===== config.mk =====
export PLATFORM = sky130hd
export DESIGN_NAME = key_conditioner
export DESIGN_NICKNAME = d
export VERILOG_FILES = /design/src/rtl/key_conditioner.sv
export SDC_FILE = /design/constraint.sdc
export NUM_CORES = 1
export LEC_CHECK = 0
export ABC_AREA = 0
export CORE_AREA = 2 2 188 190
export CTS_CLUSTER_SIZE = 25
export DETAILED_ROUTE_END_ITERATION = 10
export DIE_AREA = 0 0 190 192
export PLACE_DENSITY = 0.46
export RECOVER_POWER = 100
export SYNTH_ARGS = -nofsm -noshare
export SYNTH_HDL_FRONTEND = slang
export SYNTH_SLANG_ARGS = --single-unit

===== constraint.sdc =====
create_clock -name clk -period 4.43 [get_ports clk]
set_input_delay 0.886 -clock clk [delete_from_list [all_inputs] [get_ports clk]]
set_output_delay 0.886 -clock clk [all_outputs]
set_load 0.005 [all_outputs]

===== src/rtl/key_conditioner.sv =====
// Push-button front end: per-key two-flop synchroniser, debounce FSM and
// auto-repeat timer producing a stable level plus press/release/repeat strobes.
//
// state    | meaning
// ST_REL   | key released and stable, key_level = 0
// ST_PWAIT | raw key looks pressed, counting stable cycles before accepting
// ST_HELD  | key pressed and stable, key_level = 1, repeat timer running
// ST_RWAIT | raw key looks released, counting stable cycles; repeat timer frozen
module key_conditioner #(
  parameter int N_KEYS          = 4,
  parameter int DEBOUNCE_CYCLES = 1000000,
  parameter int REPEAT_DELAY    = 25000000,
  parameter int REPEAT_PERIOD   = 5000000
) (
  input  logic              clk,
  input  logic              rst_n,
  input  logic [N_KEYS-1:0] keys_n,
  output logic [N_KEYS-1:0] key_level,
  output logic [N_KEYS-1:0] key_press,
  output logic [N_KEYS-1:0] key_release,
  output logic [N_KEYS-1:0] key_repeat
);

  localparam int CW   = $clog2(DEBOUNCE_CYCLES + 1);
  localparam int RMAX = (REPEAT_DELAY > REPEAT_PERIOD) ? REPEAT_DELAY : REPEAT_PERIOD;
  localparam int TW   = $clog2(RMAX + 1);

  localparam logic [CW-1:0] CNT_LAST = CW'(DEBOUNCE_CYCLES - 1);
  localparam logic [TW-1:0] T_DELAY  = TW'(REPEAT_DELAY - 1);
  localparam logic [TW-1:0] T_PERIOD = TW'(REPEAT_PERIOD - 1);
  localparam bit            REP_EN   = (REPEAT_DELAY > 0);

  typedef enum logic [1:0] {
    ST_REL   = 2'd0,
    ST_PWAIT = 2'd1,
    ST_HELD  = 2'd2,
    ST_RWAIT = 2'd3
  } state_t;

  for (genvar g = 0; g < N_KEYS; g++) begin : g_ch
    logic          sync1_q, sync1_d, sync2_q, sync2_d;
    logic          s;
    state_t        state_q, state_d;
    logic [CW-1:0] cnt_q, cnt_d;
    logic [TW-1:0] tmr_q, tmr_d;
    logic          level_q, level_d;
    logic          press_q, press_d;
    logic          release_q, release_d;
    logic          repeat_q, repeat_d;

    // Synchroniser resets to "released" so a key held through reset is seen as a new press.
    assign s = ~sync2_q;

    always_ff @(posedge clk or negedge rst_n) begin
      if (!rst_n) begin
        sync1_q   <= 1'b1;
        sync2_q   <= 1'b1;
        state_q   <= ST_REL;
        cnt_q     <= '0;
        tmr_q     <= '0;
        level_q   <= 1'b0;
        press_q   <= 1'b0;
        release_q <= 1'b0;
        repeat_q  <= 1'b0;
      end else begin
        sync1_q   <= sync1_d;
        sync2_q   <= sync2_d;
        state_q   <= state_d;
        cnt_q     <= cnt_d;
        tmr_q     <= tmr_d;
        level_q   <= level_d;
        press_q   <= press_d;
        release_q <= release_d;
        repeat_q  <= repeat_d;
      end
    end

    always_comb begin
      sync1_d   = keys_n[g];
      sync2_d   = sync1_q;
      state_d   = state_q;
      cnt_d     = cnt_q;
      tmr_d     = tmr_q;
      press_d   = 1'b0;
      release_d = 1'b0;
      repeat_d  = 1'b0;
      case (state_q)
        ST_REL: begin
          tmr_d = '0;
          if (s) begin
            state_d = ST_PWAIT;
            cnt_d   = '0;
          end
        end
        ST_PWAIT: begin
          if (!s) begin
            state_d = ST_REL;
          end else if (cnt_q == CNT_LAST) begin
            state_d = ST_HELD;
            press_d = 1'b1;
            tmr_d   = REP_EN ? T_DELAY : '0;
          end else begin
            cnt_d = cnt_q + CW'(1);
          end
        end
        ST_HELD: begin
          if (REP_EN) begin
            if (tmr_q == '0) begin
              repeat_d = 1'b1;
              tmr_d    = T_PERIOD;
            end else begin
              tmr_d = tmr_q - TW'(1);
            end
          end
          if (!s) begin
            state_d = ST_RWAIT;
            cnt_d   = '0;
          end
        end
        ST_RWAIT: begin
          if (s) begin
            state_d = ST_HELD;
          end else if (cnt_q == CNT_LAST) begin
            state_d   = ST_REL;
            release_d = 1'b1;
            tmr_d     = '0;
          end else begin
            cnt_d = cnt_q + CW'(1);
          end
        end
        default: state_d = ST_REL;
      endcase
      level_d = (state_d == ST_HELD) || (state_d == ST_RWAIT);
    end

    assign key_level[g]   = level_q;
    assign key_press[g]   = press_q;
    assign key_release[g] = release_q;
    assign key_repeat[g]  = repeat_q;
  end

endmodule


# Yosys cells after proc, flatten, opt, wreduce, memory -nomap -nowiden
# Cells that the tools add are included.
[classes] n_reduce_logical=20 n_eq_ne=48 n_addsub=8 mux=104
[ops] op="25-bit two-way mux" count=20
[ops] op="20-bit two-way mux" count=20
[ops] op="25-bit one-hot mux with 4 select lines" count=4
[ops] op="20-bit one-hot mux with 4 select lines" count=4
[ops] op="25-bit zero test" count=4
[ops] op="25-bit by 1-bit subtractor with 25-bit output (second input constant)" count=4
[ops] op="20-bit by 1-bit adder with 20-bit output (second input constant)" count=4
[ops] op="20-bit == test (second input constant)" count=4
[ops] op="2-bit two-way mux" count=24
[ops] op="2-bit inequality test (second input constant)" count=24
[ops] op="2-bit == test (second input constant)" count=16
[ops] op="2-bit one-hot mux with 4 select lines" count=4
[ops] op="4-bit AND reduction" count=8
[ops] op="1-bit two-way mux" count=28
[ops] op="2-bit by 1-bit == test with 1-bit output (second input constant)" count=4
[ops] op="2-bit zero test" count=4
[ops] op="1-bit logical OR" count=4
[word_totals] regBits=212 word_cells=216 inputBits=6 out_inout_bits=16

# Logic depth before layout (Yosys ltp)
# Gate-level depths: netlist of the first run.
[logic_depth] word_depth=6 ltp_mapped=10 depth_no_buf=8

# Least setup slack after synthesis of the first run
# OpenSTA, ideal clock, no wires.
[synth_timing] path_kind="register to register" startpoint="register g_ch[0].tmr_q[0]" endpoint="register g_ch[0].tmr_q[7]" synth_period_minus_slack_ns=2.533 path_stages_with_launch=10 arrival_ns=2.412 n_path_buf=1 slack_ns=1.897 setup_time_ns=0.122 required_time_ns=4.308 cell_sequence="dfrtp_1 > inv_1 > ha_1 > nor3b_1 > nand4_1 > or4_4 > buf_6 > nand3_4 > nor2_2 > a32o_1"
[synth_via] elab_chain_len=3 word_cells_on_any_way=4 classes_between="add/sub: 1; mux: 2; reduce/logical: 1"
[synth_lines] item="from (decl)" line="45" rtl="logic [TW-1:0] tmr_q, tmr_d;"
[synth_lines] item="from (signal assigned)" line="70" rtl="tmr_q <= tmr_d;"
[synth_lines] item="25-bit by 1-bit subtractor with 25-bit output / 25-bit zero test (equally long branches)" line="112, 108"
[synth_lines] item="25-bit two-way mux (*)" line="108" rtl="if (tmr_q == '0) begin"
[synth_lines] item="25-bit one-hot mux with 4 select lines (*)" line="87" rtl="case (state_q)"
# Every way passes the cells marked *; elsewhere a longest branch is shown, timed or not.
# A chain may end at the register's enable or synchronous reset.

# Worst setup path after layout of the first run
[layout_timing] startpoint="register g_ch[0].cnt_q[8]" endpoint="register g_ch[0].tmr_q[18]"
[layout_via] elab_chain_len=3 word_cells_on_any_way=4 classes_between="eq/ne: 3; reduce/logical: 1"
[layout_lines] item="from (decl)" line="44" rtl="logic [CW-1:0] cnt_q, cnt_d;"
[layout_lines] item="from (signal assigned)" line="69" rtl="cnt_q <= cnt_d;"
[layout_lines] item="20-bit == test (*)" line="98, 123"
[layout_lines] item="2-bit inequality test (no source line)"
[layout_lines] item="4-bit AND reduction (no source line) (*)"
# Marked as above.

==> impl_results.md, run 1 <==
* Status: complete, but fails checks
* Failing checks: capacitance limit, slew limit
* Peak supply drop at around 0.00048 V
* CTS tree: done
* Vias in the first global route at between 9000 and 10000
* Die Ht at roughly 190 um
* Final Skew at between 0.01 and 0.015 ns
* Final Max Tran Viols at around 110
* Register area at 5315 um^2
* LEAKAGE at 5.763 nW
* Initial DRT Pass Iterations at 4
* GRT met2 Usage at about a quarter
* Largest net degree at the start of global routing at 104
* CP required at 4.87 ns
* Initial Utilization at roughly a third
* Largest cells by area after synthesis: dfrtp_1, nor2_1, o21ai_0
* Rel. slew slack at -84.33%
* GPL Wtd Cong at between 0.7 and 0.8
* Mapped Area at 11880 um^2
* Clock Latency Late Sink at about 0.55 ns
* Io pins at 22
* Yosys top cell area share at 42.98%
* Critical path startpoint category: register
* YS warnings at 0
* Fillcell total at around 3400
* Vias per cell at around 5.4
* WS Path Type: register to register
* M1 GR Usage at about 23%
* CTS Buf Count at 28
* Nets at about 1400
* Data arrival, critical path at 3.88 ns
* Vias at 9862
* Initial DRC count at 651
* Distinct cells, synth at 74
* Multi-input gate area at approximately 6100 um^2
* WL final at between 20000 and 30000 um
* P&R area growth vs syn at 12.97%
* Most frequent cell after synthesis: dfrtp_1
* RSZ-0062 raised after global routing: false
* Grt peak-use layer: met2
* Post-synth top cells: dfrtp_1, nor2_1, o21ai_0
* Asr flop ratio synth at 100.0%
* Hold Violations, Final at 0
* Worst Setup End Kind: register
* Part of the Yosys area used for sequential elements at ~45%
* Max-Cap Viols at 2
* Cts repair resizes at 0
* Remaining DRCs at 0
* Post-DR wirelength/cell at around 16 um
* Synthesized instance count at between 1000 and 1500
* Tot GR Track Use at about 16%
* Grt ovf at 0
* Core footprint at between 30000 and 40000 um^2
* Clk sink count at about 210
* Mapped Nets at 1391
* Chip Width at ~190 um
* Max FO, Critical Path at 12
* Die area at around 36000 um^2
* Worst Hold Depth at 0
* Hold buffers post-CTS at 0
* Syn_area_per_cell at between 8 and 9 um^2
* Worst-Margin Slew at 2.765 ns
* #FFs+latches synth at ~210
* Root Driver: clkbuf_16
* Setup TNS Final at 0 ns
* Met3 usage at roughly 2.6%
* Clock Path Buffers at 3
* # setup viols final at 0
* Fin crit period at 3.434 ns
* Layout cell share with drive strength beyond 1 at slightly above 6%
* Crit share post-route at about 78%
* Worst-path clk slew at roughly 0.05 ns
* PD cells at ~660 nW/um^2
* Initial antenna violation count at 0
* Final ANT Viol Nets at 0
* Worst hold path class: register to register
* EDFF count, synth at 0
* # port buffers at 21
* Fmax at a little under 300 MHz
* Row count at between 60 and 70
* Yosys top cell by area: dfrtp_1
* Setup ws final at approximately 1.0 ns
* # diodes at 0
* Post-place setup slack at around 1.4 ns
* Dpl hpwl at between 15000 and 20000 um
* Cells on worst reg2reg path at 7
* Ys flop type: dfrtp_1
* Post-CTS Setup Inserts at 0
* First-pass GRT wire length at 49160 um
* H-Tree Depth at 1
[power breakdown]
part,switching [W],internal (W)
registers,0.000333,0.00228
clock network,0.000885,0.00152
logic,0.00259,0.00126
total,0.00381,0.00507
[cell usage in the layout, fill, tap and decap left out, drive strengths merged, types with 5 or more instances in the layout]
cell	n
a211oi	6
a21o	6
a21oi	86
a31oi	19
and2	14
and3	14
and4	10
buf	8
clkbuf	50
clkinv	5
dfrtp	204
dfstp	8
dlygate4sd3	20
ha	26
inv	41
nand2	118
nand2b	15
nand3	47
nand3b	10
nand4	30
nor2	180
nor2b	8
nor3	59
nor4	25
o211ai	20
o21ai	133
o311ai	12
o31a	5
o31ai	10
o41ai	8
or2	9
or3	30
or4	11
xnor2	24
xor2	37
[area by class of cell]
class	count	area share, %
clock buffers	42	6.220
clock inverters	9	1.082
inverters	41	1.147
multi-input cells	1041	45.34
flip-flops and latches	212	39.61
well taps	455	4.243
repair buffers	36	2.359
[layer usage]
layer  routed length [um]  share of wire, %
met5                    0                 0
met4                  586               2.1
met3                  862               3.0
met2                12900                45
met1                14200                50
[worst max-delay path, stage by stage (launching register included)]
cell and delay [ns]:
dfrtp_1 0.40, or4b_2 0.68, nor4_1 0.67, a31oi_1 0.52
buf_4 0.34, nor2_1 0.31, nand2_1 0.12, o311ai_0 0.27
[registers in the layout, indices dropped and copies added (netlist names)]
name,cells
g_ch.tmr_q,100
g_ch.press_q,4
g_ch.level_q,4
g_ch.sync1_q,4
g_ch.sync2_q,4
g_ch.cnt_q,80
g_ch.state_q,8
g_ch.release_q,4
g_ch.repeat_q,4
[metrics by stage]
step	power [W]	utilization, %	std cells	hold WS, ns	instance area [um^2]
floorplan	0.005523	-	1359	0.3452	11880
global placement	0.006576	36.52	1785	0.3463	12520
detailed placement	0.006570	36.52	1785	0.3473	12520
CTS	0.009050	39.38	1836	0.3558	13500
global route	0.009615	39.13	1836	0.3583	13420
finish	0.008876	39.13	1836	0.3542	13420
[worst paths after layout]
path	from	to	slack, ns
min reg2reg	g_ch[2].sync1_q	g_ch[2].sync2_q	0.35
max in group asynchronous	rst_n	g_ch[3].cnt_q[2]	1.61
min	g_ch[2].sync1_q	g_ch[2].sync2_q	0.35
max reg2reg	g_ch[0].cnt_q[8]	g_ch[0].tmr_q[18]	1.0
min in group asynchronous	rst_n	g_ch[0].cnt_q[18]	1.19
max	g_ch[0].cnt_q[8]	g_ch[0].tmr_q[18]	1.0
[kinds of logic (layout without fill, tap and decap cells)]
| logic type | after synthesis | count (layout) | synth area share (%) |
|---|---|---|---|
| and+or+nand+nor | 598 | 598 | 25.42 |
| AOI/OAI and AO/OA | 350 | 350 | 18.12 |
| DFF | 212 | 212 | 44.75 |
| buffers and inverters | 106 | 128 | 3.940 |
| xor gates and xnor gates | 61 | 61 | 4.498 |
| adders and majority gates | 26 | 26 | 2.739 |
| muxes | 6 | 6 | 0.5372 |
Note: power is estimated with default switching activity, not from simulation.
==> run 2, diff against run 1 <==
==> constraint.sdc (replaced) <==
create_clock -name clk -period 3.22 [get_ports clk]
set_input_delay 0.644 -clock clk [delete_from_list [all_inputs] [get_ports clk]]
set_output_delay 0.644 -clock clk [all_outputs]
set_load 0.005 [all_outputs]
==> impl_results.md, run 2 (same netlist as run 1, synthesis figures left out) <==
* Row count at 68
* Core footprint at 34290 um^2
* Most frequent cells in the layout: dfrtp_1, nor2_1, o21ai_0
* Die Ht at around 190 um
* Initial Utilization at between 30% and 40%
* Cts repair resizes at 0
* GPL Wtd Cong at around 0.8
* Worst-Margin Slew at approximately 2.1 ns
* Clock Path Buffers at 3
* Chip Width at approximately 190 um
* # setup viols final at 0
* Worst Setup End Kind: register
* # port buffers at 21
* Placed insts at 1812
* Max-Cap Viols at 1
* Worst-path clk slew at approximately 0.050 ns
* R2r endpoint: g_ch[3].tmr_q[2]
* Register area at approximately 5300 um^2
* Commonest non-fill, non-tap cell in the layout: dfrtp_1
* WS Path Type: register to register
* Root Driver: clkbuf_16
* Clock Latency Late Sink at 0.54 ns
* Hold Violations, Final at 0
* First-pass GRT wire length at 50160 um
* Initial antenna violation count at 0
* Post-place setup slack at 0.4233 ns
* Vias at 9967
* Vias in the first global route at 9798
* Dpl hpwl at approximately 19000 um
* Final Skew at ~0.016 ns
* Critical path startpoint category: register
* Setup slack, reg-to-reg at approximately 0.36 ns
* Max FO, Critical Path at 14
* Crit share post-route at roughly nine tenths
* Worst hold path class: register to register
* Post-CTS Setup Inserts at 0
* RSZ-0062 raised after global routing: false
* Worst path slowest cell: or4b_2
* Final Non-Filler Cells at 1864
* Critical Path Start: g_ch[3].cnt_q[8]
* Initial DRT Pass Iterations at 4
* Multi-input gate area at 6098 um^2
* Fillcell total at around 3500
* LEAKAGE at ~6 nW
* Crit path cell chain: or4b_2 -> nor3_1 -> clkbuf_1 -> a31oi_1 -> clkbuf_2 -> nor2_1 -> nand2_1 -> o211ai_1
* Crit path capture: g_ch[3].tmr_q[2]
* Hold buffers post-CTS at 0
* Worst path max stage delay at 0.70 ns
* Nets at roughly 1400
* CP required at ~3.7 ns
* Post-DR wirelength/cell at 15.37 um
* Top flop regs: g_ch.tmr_q (100), g_ch.cnt_q (80), g_ch.state_q (8)
* Fmax at between 300 and 400 MHz
* Remaining DRCs at 0
* Reg with most FFs: g_ch.tmr_q
* Die area at roughly 36000 um^2
* Cells on worst reg2reg path at 8
* Data arrival, critical path at around 3.3 ns
* Layout cell share with drive strength beyond 1 at 7.807%
* P&R area growth vs syn at 13.90%
* CP Depth at 8
* Io pins at 22
* Grt ovf at 0
* H-Tree Depth at 1
* Fin crit period at roughly 2.9 ns
* Vias per cell at 5.347
* Reg-to-reg startpoint: g_ch[3].cnt_q[8]
* CTS tree: done
* Final ANT Viol Nets at 0
* Worst path buffer plus inverter count at 2
* CP top delay family: simple AND/OR/NAND/NOR gates
* WL final at 28660 um
* Setup TNS Final at 0 ns
* Setup ws final at roughly 0.36 ns
* Status: complete, but fails checks
* Largest net degree at the start of global routing at 79
* Clk sink count at 212
* Peak supply drop at around 0.00041 V
* PD cells at between 900 and 1000 nW/um^2
* Max FFs per register at 100
* Initial DRC count at 609
* Final Max Tran Viols at 79
* # diodes at 0
* Failing checks: capacitance limit, slew limit
* Tot GR Track Use at around 16%
* Rel. slew slack at -36.86%
* CTS Buf Count at 28
[run 2: final cells by class]
| type | instances | share of cell area, % |
|---|---|---|
| Inverter | 41 | 1.138 |
| Clock inverter | 2 | 0.1017 |
| Clock buffer | 50 | 6.760 |
| Multi-Input combinational cell | 1041 | 45.08 |
| Timing Repair Buffer | 63 | 3.431 |
| Tap cell | 455 | 4.208 |
| Sequential cell | 212 | 39.29 |
[run 2: metal layers]
| layer | track usage (%) | vias up | part of all wire [%] |
|---|---|---|---|
| met4 | 4.293 | 0 | 1.9 |
| met5 | 0 | - | 0 |
| met3 | 2.394 | 43 | 2.8 |
| met1 | 23.37 | 4835 | 51 |
| met2 | 25.72 | 105 | 45 |
| li1 | - | 4984 | - |
[run 2: worst min path at each step]
stage                          startpoint                end  slack [ns]  cells after the start
after CTS                           rst_n  g_ch[0].cnt_q[12]        0.09                      1
after floorplan                     rst_n   g_ch[0].cnt_q[0]        0.35                      0
final                     g_ch[0].sync1_q    g_ch[0].sync2_q        0.36                      0
after detailed placement  g_ch[0].sync1_q    g_ch[0].sync2_q        0.35                      0
after global routing      g_ch[0].sync1_q    g_ch[0].sync2_q        0.36                      0
after global placement    g_ch[2].sync1_q    g_ch[2].sync2_q        0.35                      0
[run 2: where the power goes]
group | internal (W) | total, W | switching [W] | leakage (nW)
combinational | 0.00189 | 0.00551 | 0.00362 | 2.50
clock | 0.00190 | 0.00308 | 0.00118 | 0.457
sequential | 0.00314 | 0.00360 | 0.000454 | 2.88
[run 2: through the flow]
step                utilization (%)  area, um^2  power (W)  hold WS, ns
CTS                           39.78       13640    0.01243      0.09350
finish                        39.46       13530    0.01219       0.3553
global placement              37.07       12710   0.009265       0.3461
detailed placement            37.07       12710   0.009243       0.3484
floorplan                         -       11880   0.007598       0.3452
global route                  39.46       13530    0.01331       0.3566
==> run 3, diff against run 2 <==
--- a/config.mk
+++ b/config.mk
@@ -6,6 +6,7 @@
 export NUM_CORES = 1
 export LEC_CHECK = 0
 export ABC_AREA = 0
+export CAP_MARGIN = 20
 export CORE_AREA = 2 2 188 190
 export CTS_CLUSTER_SIZE = 25
 export DETAILED_ROUTE_END_ITERATION = 10
==> impl_results.md, run 3 (same netlist as run 1, synthesis figures left out) <==
* Vias at approximately 10000
* PnR Total Power at approximately 0.012 W
* Clock Latency Late Sink at 0.54 ns
* Crit share post-route at between 80 and 90%
* CP top delay family: simple AND/OR/NAND/NOR gates
* Worst hold path class: register to register
* Fmax at between 300 and 400 MHz
* Failing checks: capacitance limit, slew limit
* First-pass GRT wire length at 50160 um
* Worst path buffer plus inverter count at 2
* Worst path max stage delay at roughly 0.70 ns
* WL final at between 20000 and 30000 um
* Dpl hpwl at about 19000 um
* Die Ht at ~190 um
* Setup slack, reg-to-reg at between 0.3 and 0.4 ns
* Cts repair resizes at 0
* Worst path slowest cell: or4b_2
* PD cells at roughly 900 nW/um^2
* Worst Setup End Kind: register
* WS Path Type: register to register
* Post-CTS Setup Inserts at 0
* Peak supply drop at 0.0004109 V
* CP Depth at 8
* Remaining DRCs at 0
* Chip Width at approximately 190 um
* Worst Hold Depth at 0
* # port buffers at 21
* Hold Violations, Final at 0
* H-Tree Depth at 1
* Crit path cell chain: or4b_2 -> nor3_1 -> clkbuf_1 -> a31oi_1 -> clkbuf_2 -> nor2_1 -> nand2_1 -> o211ai_1
* Top flop regs: g_ch.tmr_q (100), g_ch.cnt_q (80), g_ch.state_q (8)
* Reg-to-reg startpoint: g_ch[3].cnt_q[8]
* CTS Buf Count at 28
* Nets at ~1400
* Max-Cap Viols at 1
* Clock Path Buffers at 3
* Worst-path clk slew at 0.05 ns
* LEAKAGE at between 5 and 6 nW
* Initial DRT Pass Iterations at 5
* GPL Wtd Cong at between 0.8 and 0.9
* Max FFs per register at 100
* Clk sink count at 212
* Vias per cell at ~5.3
* Core footprint at around 34000 um^2
* Cells on worst reg2reg path at 8
* Io pins at 22
* Initial antenna violation count at 0
* CTS tree: done
* CP required at around 3.7 ns
* Tot GR Track Use at about 16%
* Post-DR wirelength/cell at about 15 um
* RSZ-0062 raised after global routing: false
* Initial DRC count at roughly 580
* Final ANT Viol Nets at 0
* Layout cell share with drive strength beyond 1 at under 10%
* Placed insts at 1812
* Rel. slew slack at -36.40%
* Core Util, Final at 39.47%
* Crit path capture: g_ch[3].tmr_q[2]
* Critical path startpoint category: register
* Row count at 68
* Setup TNS Final at 0 ns
* R2r endpoint: g_ch[3].tmr_q[2]
* Max FO, Critical Path at 14
* Final Skew at 0.01588 ns
* Largest net degree at the start of global routing at 79
* Hold buffers post-CTS at 0
* Most frequent cells in the layout: dfrtp_1, nor2_1, o21ai_0
* Initial Utilization at between 30% and 40%
* P&R area growth vs syn at 13.94%
* Worst-Margin Slew at 2.046 ns
* Data arrival, critical path at about 3.3 ns
* Commonest non-fill, non-tap cell in the layout: dfrtp_1
* # diodes at 0
* Final Max Tran Viols at between 70 and 80
* Critical Path Start: g_ch[3].cnt_q[8]
* Final Non-Filler Cells at around 1900
* Die area at roughly 36000 um^2
* Fillcell total at 3503
* Reg with most FFs: g_ch.tmr_q
* # setup viols final at 0
* Vias in the first global route at around 9800
* Fin crit period at roughly 2.9 ns
* Status: complete, but fails checks
* Root Driver: clkbuf_16
* Grt ovf at 0
==> run 3: power breakdown <==
part	switching (W)	leakage, nW	internal (W)	total (W)
registers	0.000456	2.88	0.00314	0.00360
clock network	0.00118	0.457	0.00190	0.00308
logic	0.00363	2.50	0.00189	0.00552
==> run 3: final cells by class <==
class                      count  area (um^2)  share of cell area [%]
sequential                   212         5315                   39.28
tap                          455        569.3                   4.207
inverter                      41        153.9                   1.137
clock buffer                  50        914.6                   6.758
timing repair buffer          64        467.9                   3.458
clock inverter                 2        13.76                  0.1017
multi-input combinational   1041         6098                   45.06
==> run 3: layer usage <==
layer	track usage [%]	share of wire, %	routed length (um)
met3	2.394	2.7	783
met2	25.72	45	12820
met1	23.37	51	14560
met5	0	0	0
met4	4.293	1.8	510
==> run 3: worst min path at each step <==
stage	start	end	slack, ns
finish	g_ch[0].sync1_q	g_ch[0].sync2_q	0.36
global route	g_ch[0].sync1_q	g_ch[0].sync2_q	0.36
CTS	rst_n	g_ch[0].cnt_q[12]	0.09
detailed placement	g_ch[0].sync1_q	g_ch[0].sync2_q	0.35
global placement	g_ch[2].sync1_q	g_ch[2].sync2_q	0.35
floorplan	rst_n	g_ch[0].cnt_q[0]	0.35
==> run 3: metrics by stage <==
stage | instance area, um^2 | worst slack, ns | hold slack, ns
4_1_cts | 13640 | 0.4037 | 0.09350
6_report | 13530 | 0.3586 | 0.3553
5_1_grt | 13530 | 0.08533 | 0.3566
2_1_floorplan | 11880 | 0.6866 | 0.3452
3_5_place_dp | 12710 | 0.4233 | 0.3484
3_3_place_gp | 12710 | 0.3991 | 0.3461
